### src/rtl/mem_pkg.sv
// Shared definitions for the lab memory responder.
// Holds the default geometry, the FSM state type and the error-counter ceiling.
package mem_pkg;

  // Default geometry: 32 words of 8 data bits, plus one parity bit per word.
  localparam int DEF_ADDR_W = 5;
  localparam int DEF_DATA_W = 8;

  // The parity error counter stops here instead of wrapping.
  localparam logic [7:0] ERR_CNT_MAX = 8'd255;

  typedef enum logic {
    INIT = 1'b0,
    IDLE = 1'b1
  } mem_state_t;

endpackage : mem_pkg

### src/rtl/mem_parity_ram.sv
// Single-port storage array for the memory responder.
// The array has no reset. The read register does have an async reset, so the
// read data comes out of reset as all zeros. That register holds its value
// until the next enabled read.
// Ports:
//   clk, rst_n - clock and async active-low reset (read register only)
//   we, re     - write enable and read enable (never both high from mem_slave)
//   addr       - shared word address
//   wdata      - word to store (parity bit in the MSB)
//   rdata      - registered read word
module mem_parity_ram #(
  parameter int ADDR_W = 5,
  parameter int WORD_W = 9
) (
  input  logic              clk,
  input  logic              rst_n,
  input  logic              we,
  input  logic              re,
  input  logic [ADDR_W-1:0] addr,
  input  logic [WORD_W-1:0] wdata,
  output logic [WORD_W-1:0] rdata
);

  localparam int DEPTH = 2 ** ADDR_W;

  logic [WORD_W-1:0] mem [DEPTH];

  // Synchronous write into the array.
  always_ff @(posedge clk) begin
    if (we) begin
      mem[addr] <= wdata;
    end
  end

  // Registered read port; holds its value between accepted reads.
  always_ff @(posedge clk or negedge rst_n) begin
    if (!rst_n) begin
      rdata <= '0;
    end else if (re) begin
      rdata <= mem[addr];
    end else begin
      rdata <= rdata;
    end
  end

endmodule : mem_parity_ram

### src/rtl/mem_slave.sv
// Lab memory bus responder. It is a 32x8 memory with even parity on each word
// and a one-cycle registered read. After reset it runs a clear sweep that
// writes zero to every location, and it holds busy high while the sweep runs.
// Ports:
//   clk, rst_n          - clock, async active-low reset
//   addr, data_in       - request address and write data
//   read, write         - request strobes; both together is a protocol error
//   inj_par             - inverts the stored parity bit of a write (test hook)
//   data_out, rd_valid  - read data and its one-cycle valid strobe
//   par_err             - parity failure on the word now shown on data_out
//   err_cnt             - saturating parity error count. It updates on the edge
//                         after the par_err strobe.
//   proto_err           - sticky, set by simultaneous read and write
//   busy                - clear sweep in progress; requests ignored
module mem_slave
  import mem_pkg::*;
#(
  parameter int ADDR_W = DEF_ADDR_W,
  parameter int DATA_W = DEF_DATA_W
) (
  input  logic              clk,
  input  logic              rst_n,
  input  logic [ADDR_W-1:0] addr,
  input  logic [DATA_W-1:0] data_in,
  input  logic              read,
  input  logic              write,
  input  logic              inj_par,
  output logic [DATA_W-1:0] data_out,
  output logic              rd_valid,
  output logic              par_err,
  output logic [7:0]        err_cnt,
  output logic              proto_err,
  output logic              busy
);

  localparam int DEPTH = 2 ** ADDR_W;
  // The sweep ends when ptr reaches the last address, not when it wraps.
  localparam logic [ADDR_W-1:0] LAST_ADDR = ADDR_W'(DEPTH - 1);

  // Even parity bit for a data word.
  function automatic logic parity_of(input logic [DATA_W-1:0] d);
    return ^d;
  endfunction

  // A stored word is consistent when the XOR over all its bits is zero.
  function automatic logic word_bad(input logic [DATA_W:0] w);
    return ^w;
  endfunction

  mem_state_t        state;
  logic [ADDR_W-1:0] ptr;
  logic              ram_we;
  logic              ram_re;
  logic [ADDR_W-1:0] ram_addr;
  logic [DATA_W:0]   ram_wdata;
  logic [DATA_W:0]   ram_rdata;

  mem_parity_ram #(
    .ADDR_W (ADDR_W),
    .WORD_W (DATA_W + 1)
  ) u_ram (
    .clk   (clk),
    .rst_n (rst_n),
    .we    (ram_we),
    .re    (ram_re),
    .addr  (ram_addr),
    .wdata (ram_wdata),
    .rdata (ram_rdata)
  );

  // Request decode. During the sweep the array port belongs to ptr.
  always_comb begin
    ram_we    = 1'b0;
    ram_re    = 1'b0;
    ram_addr  = addr;
    ram_wdata = '0;
    case (state)
      INIT: begin
        ram_we    = 1'b1;
        ram_addr  = ptr;
        ram_wdata = '0;
      end
      IDLE: begin
        ram_we    = write & ~read;
        ram_re    = read & ~write;
        ram_addr  = addr;
        ram_wdata = {parity_of(data_in) ^ inj_par, data_in};
      end
      default: begin
        ram_we    = 1'b0;
        ram_re    = 1'b0;
        ram_addr  = addr;
        ram_wdata = '0;
      end
    endcase
  end

  // Control FSM: sweep pointer, busy, read strobe and sticky protocol flag.
  always_ff @(posedge clk or negedge rst_n) begin
    if (!rst_n) begin
      state     <= INIT;
      ptr       <= '0;
      busy      <= 1'b1;
      rd_valid  <= 1'b0;
      proto_err <= 1'b0;
    end else begin
      case (state)
        INIT: begin
          rd_valid <= 1'b0;
          ptr      <= ptr + 1'b1;
          if (ptr == LAST_ADDR) begin
            state <= IDLE;
            busy  <= 1'b0;
          end else begin
            state <= INIT;
            busy  <= 1'b1;
          end
        end
        IDLE: begin
          rd_valid <= read & ~write;
          if (read && write) begin
            proto_err <= 1'b1;
          end else begin
            proto_err <= proto_err;
          end
        end
        default: begin
          state    <= INIT;
          ptr      <= '0;
          busy     <= 1'b1;
          rd_valid <= 1'b0;
        end
      endcase
    end
  end

  // Parity error counter. It counts each par_err strobe and stops at the ceiling.
  always_ff @(posedge clk or negedge rst_n) begin
    if (!rst_n) begin
      err_cnt <= 8'd0;
    end else if (par_err && (err_cnt != ERR_CNT_MAX)) begin
      err_cnt <= err_cnt + 8'd1;
    end else begin
      err_cnt <= err_cnt;
    end
  end

  // Data is passed through uncorrected. The parity flag is qualified by the
  // strobe, so it only shows up alongside a fresh read word.
  assign data_out = ram_rdata[DATA_W-1:0];
  assign par_err  = rd_valid & word_bad(ram_rdata);

endmodule : mem_slave
### config.mk
export PLATFORM = sky130hd
export DESIGN_NAME = mem_slave
export DESIGN_NICKNAME = d
export VERILOG_FILES = /design/src/rtl/mem_pkg.sv /design/src/rtl/mem_parity_ram.sv /design/src/rtl/mem_slave.sv
export SDC_FILE = /design/constraint.sdc
export NUM_CORES = 1
export LEC_CHECK = 0
export BUFFER_PORTS_ARGS = -buffer_cell sky130_fd_sc_hd__buf_2
export CORE_ASPECT_RATIO = 1.4
export CORE_MARGIN = 2
export CORE_UTILIZATION = 23
export CTS_CLUSTER_SIZE = 30
export DETAILED_ROUTE_END_ITERATION = 10
export GPL_ROUTABILITY_DRIVEN = 0
export PLACE_DENSITY_LB_ADDON = 0.12
export SLEW_MARGIN = 20
export SYNTH_ARGS = -nofsm -noshare
export SYNTH_HDL_FRONTEND = slang
export SYNTH_SLANG_ARGS = --single-unit
### constraint.sdc
create_clock -name clk -period 2.5 [get_ports clk]
set_input_delay 0 -clock clk [delete_from_list [all_inputs] [get_ports clk]]
set_output_delay 0 -clock clk [all_outputs]
set_load 0.05 [all_outputs]
==> impl_metrics.env <==
export IMPL_outcome="finished, final reports clean"
export IMPL_critPathKind="reg -> reg"
export IMPL_hold_path_class="in -> reg"
export IMPL_drc_errors=0
export IMPL_antenna_found_initial=0
export IMPL_met1_usage=0.170
export IMPL_cts_made_buffers=31
export IMPL_cpPeakStageDelay_ns=0.44
export IMPL_finalClockSkew_ns=0.0273
export IMPL_synth_edff_count=288
export IMPL_syn_num_nets=750
export IMPL_vias=7211
export IMPL_final_antenna_net_count=0
export IMPL_start_util=0.234
export IMPL_synthesis_area_mm2=0.0127
export IMPL_root_buffer="clkbuf_16"
export IMPL_fmax_mhz=413
export IMPL_overflow=0
export IMPL_num_antenna_cells=0
export IMPL_stdcell_count=1653
export IMPL_drtIter0Drc=453
export IMPL_period_minus_slack_ns=2.42
export IMPL_die_area_mm2=0.0571
export IMPL_first_pass_iters=5
export IMPL_clk_pin_slew_ns=0.07
export IMPL_ff_latch_area_mm2=0.00930
export IMPL_dp_hpwl_um=27400
export IMPL_first_global_vias=7609
export IMPL_rsz0062_at_grt="false"
export IMPL_cts_tree="done"
export IMPL_ys_flop_type="edfxtp_1"
export IMPL_yosysSeqAreaShare=0.733
export IMPL_peakVddDrop_mv=0.539
export IMPL_critical_path_top_cell_by_count="buf_4"
export IMPL_hold_viol=0
export IMPL_num_rows=101
export IMPL_fp_dieH_um=282
export IMPL_finalSetupViolations=0
export IMPL_relSlewSlack=0.682
export IMPL_synth_area_top_cells="edfxtp_1 (68%), dfrtp_1 (4.9%), mux4_2 (4.1%)"
export IMPL_fillers=5455
export IMPL_final_util=0.294
export IMPL_final_nets=928
export IMPL_grt_pass1_wl_um=57000
export IMPL_core_area_mm2=0.0543
export IMPL_grt_util_met2=0.264
export IMPL_cp_required_ns=2.98
export IMPL_multi_input_area_mm2=0.00314
export IMPL_area_growth_pct=25.9
export IMPL_portBuffers=37
export IMPL_synth_top_cell_by_area="edfxtp_1"
export IMPL_cp_max_fo=16
export IMPL_critPathSlowestCell="dfrtp_2"
export IMPL_worst_slew_pin_slew_ns=0.470
export IMPL_drt_total_wl_um=39600
export IMPL_synth_top_area_share=0.682
export IMPL_synthDistinctLibCells=62
export IMPL_async_reset_ff_frac=0.0828
export IMPL_crit_arrival_ns=2.90
export IMPL_syn_avg_cell_area_um2=17.4
export IMPL_powerDensity_mw_per_mm2=767
export IMPL_grt_usage=0.140
export IMPL_tns_ns=0
export IMPL_fin_crit_sh=0.969
export IMPL_cp_start_kind="register"
export IMPL_io_pins=38
export IMPL_worstSetupEndpointType="register"
export IMPL_path_cells="buf_4 -> nor2b_1 -> buf_4 -> a22oi_2 -> nor3_1 -> nor4_1 -> o311ai_1 -> o32a_1"
export IMPL_yosysWarnings=0
export IMPL_syn_inst=729
export IMPL_wl_per_cell_um=23.9
export IMPL_drive_above_1_share=0.300
export IMPL_clk_latency_ns=0.59
export IMPL_hold_depth=5
export IMPL_drv_cap=0
export IMPL_reg2reg_depth=8
export IMPL_viasPerCell=4.36
export IMPL_dp_cells=1585
export IMPL_slew_viol_final=0
export IMPL_die_w_um=203
export IMPL_htree_num_levels=1
export IMPL_ctsLongestPathBuffers=3
export IMPL_top_usage_layer="met2"
export IMPL_grt_max_degree=33
export IMPL_synth_seq_cells=314
export IMPL_p_leak_nw=5.52
export IMPL_grt_use_met3=0.0162
export IMPL_cts_sinks=314
Yosys cell counts (all sizes together) (10+ instances only):
master / number
nor3: 21
xnor2: 17
a21oi: 31
buf: 29
dfrtp: 25
a22oi: 37
nand2: 30
edfxtp: 288
nor2: 45
mux4: 36
inv: 10
clkbuf: 12
mux2i: 33
per-stage QoR:
stage,power (mW),setup WS (ns),hold slack (ns),cell area (um2)
final,12.3,0.0773,0.0741,16000
after global routing,12.7,0.0104,0.122,16000
after CTS,12.4,0.00630,0.0381,15900
after detailed placement,7.27,-0.0343,0.0677,14700
after global placement,7.26,-0.0366,0.0761,14700
after floorplan,6.76,0.0548,-0.296,12700
placed cells by master, fill, tap and decap left out, types with 9 or more instances in the layout:
master,instances
edfxtp_1,288
nor3_1,21
inv_1,10
nor2_1,45
mux2i_1,32
mux4_1,12
nand2_1,30
and2_1,9
xnor2_1,17
buf_12,14
a21oi_1,29
mux4_2,24
buf_2,37
buf_4,130
dfrtp_1,24
clkbuf_16,31
a22oi_1,36
cell type report:
| type | count | area share |
|---|---|---|
| clock inverters | 24 | 0.0197 |
| multi-input cells | 364 | 0.196 |
| clock buffers | 34 | 0.0493 |
| well taps | 721 | 0.0565 |
| flip-flops and latches | 314 | 0.582 |
| repair buffers | 186 | 0.0935 |
| inverters | 10 | 0.00235 |
power by group:
group | switching [mW] | internal [mW] | leakage [nW]
Combinational | 0.787 | 0.439 | 2.08
Clock | 2.10 | 3.01 | 0.528
Sequential | 0.0618 | 5.86 | 2.91
state kept, by name, indices dropped and copies added (netlist names):
| signal | count |
|---|---|
| err_cnt | 8 |
| state | 1 |
| busy | 1 |
| u_ram.rdata | 9 |
| u_ram.mem | 288 |
| rd_valid | 1 |
| proto_err | 1 |
| ptr | 5 |
metal layers:
metal  vias to the layer above  share of wire
met3                        43          0.032
li1                       3269              -
met4                         0          0.017
met5                         -              0
met1                      3759           0.41
met2                       140           0.54
cell families after synthesis:
family / after synthesis / share of synthesized area
flops: 314 / 0.733
simple gates: 142 / 0.0534
compound gates: 121 / 0.0703
mux: 74 / 0.0988
buf+inv: 51 / 0.0229
xor+xnor: 24 / 0.0187
fa+ha+maj: 3 / 0.00296
critical path, delay by kind of cell, from the launching register on:
family                 cells  cell delay, ns
AO/OA/AOI/OAI              3            0.88
AND/OR/NAND/NOR            3            0.66
flip-flops                 1            0.44
buffers and inverters      2            0.35
worst paths after layout:
check	startpoint	endpoint	slack, ns
max	state$_DFF_PN0_	u_ram.rdata[8]$_DFFE_PN0P_	0.08
min	read	u_ram.rdata[3]$_DFFE_PN0P_	0.07
max reg2reg	state$_DFF_PN0_	u_ram.rdata[8]$_DFFE_PN0P_	0.08
min reg2reg	busy$_DFFE_PN1N_	busy$_DFFE_PN1N_	0.47
max in group asynchronous	rst_n	state$_DFF_PN0_	1.85
min in group asynchronous	rst_n	u_ram.rdata[2]$_DFFE_PN0P_	0.46
timing repair:
action,in CTS,in global routing
endpoints found under the hold margin,28,0
pin swaps,0,3
endpoints found under the setup margin,2,8
buffers inserted,0,5
gates resized for setup,2,8
hold buffers,5,0
No activity file was read; power rests on OpenSTA's default activity.
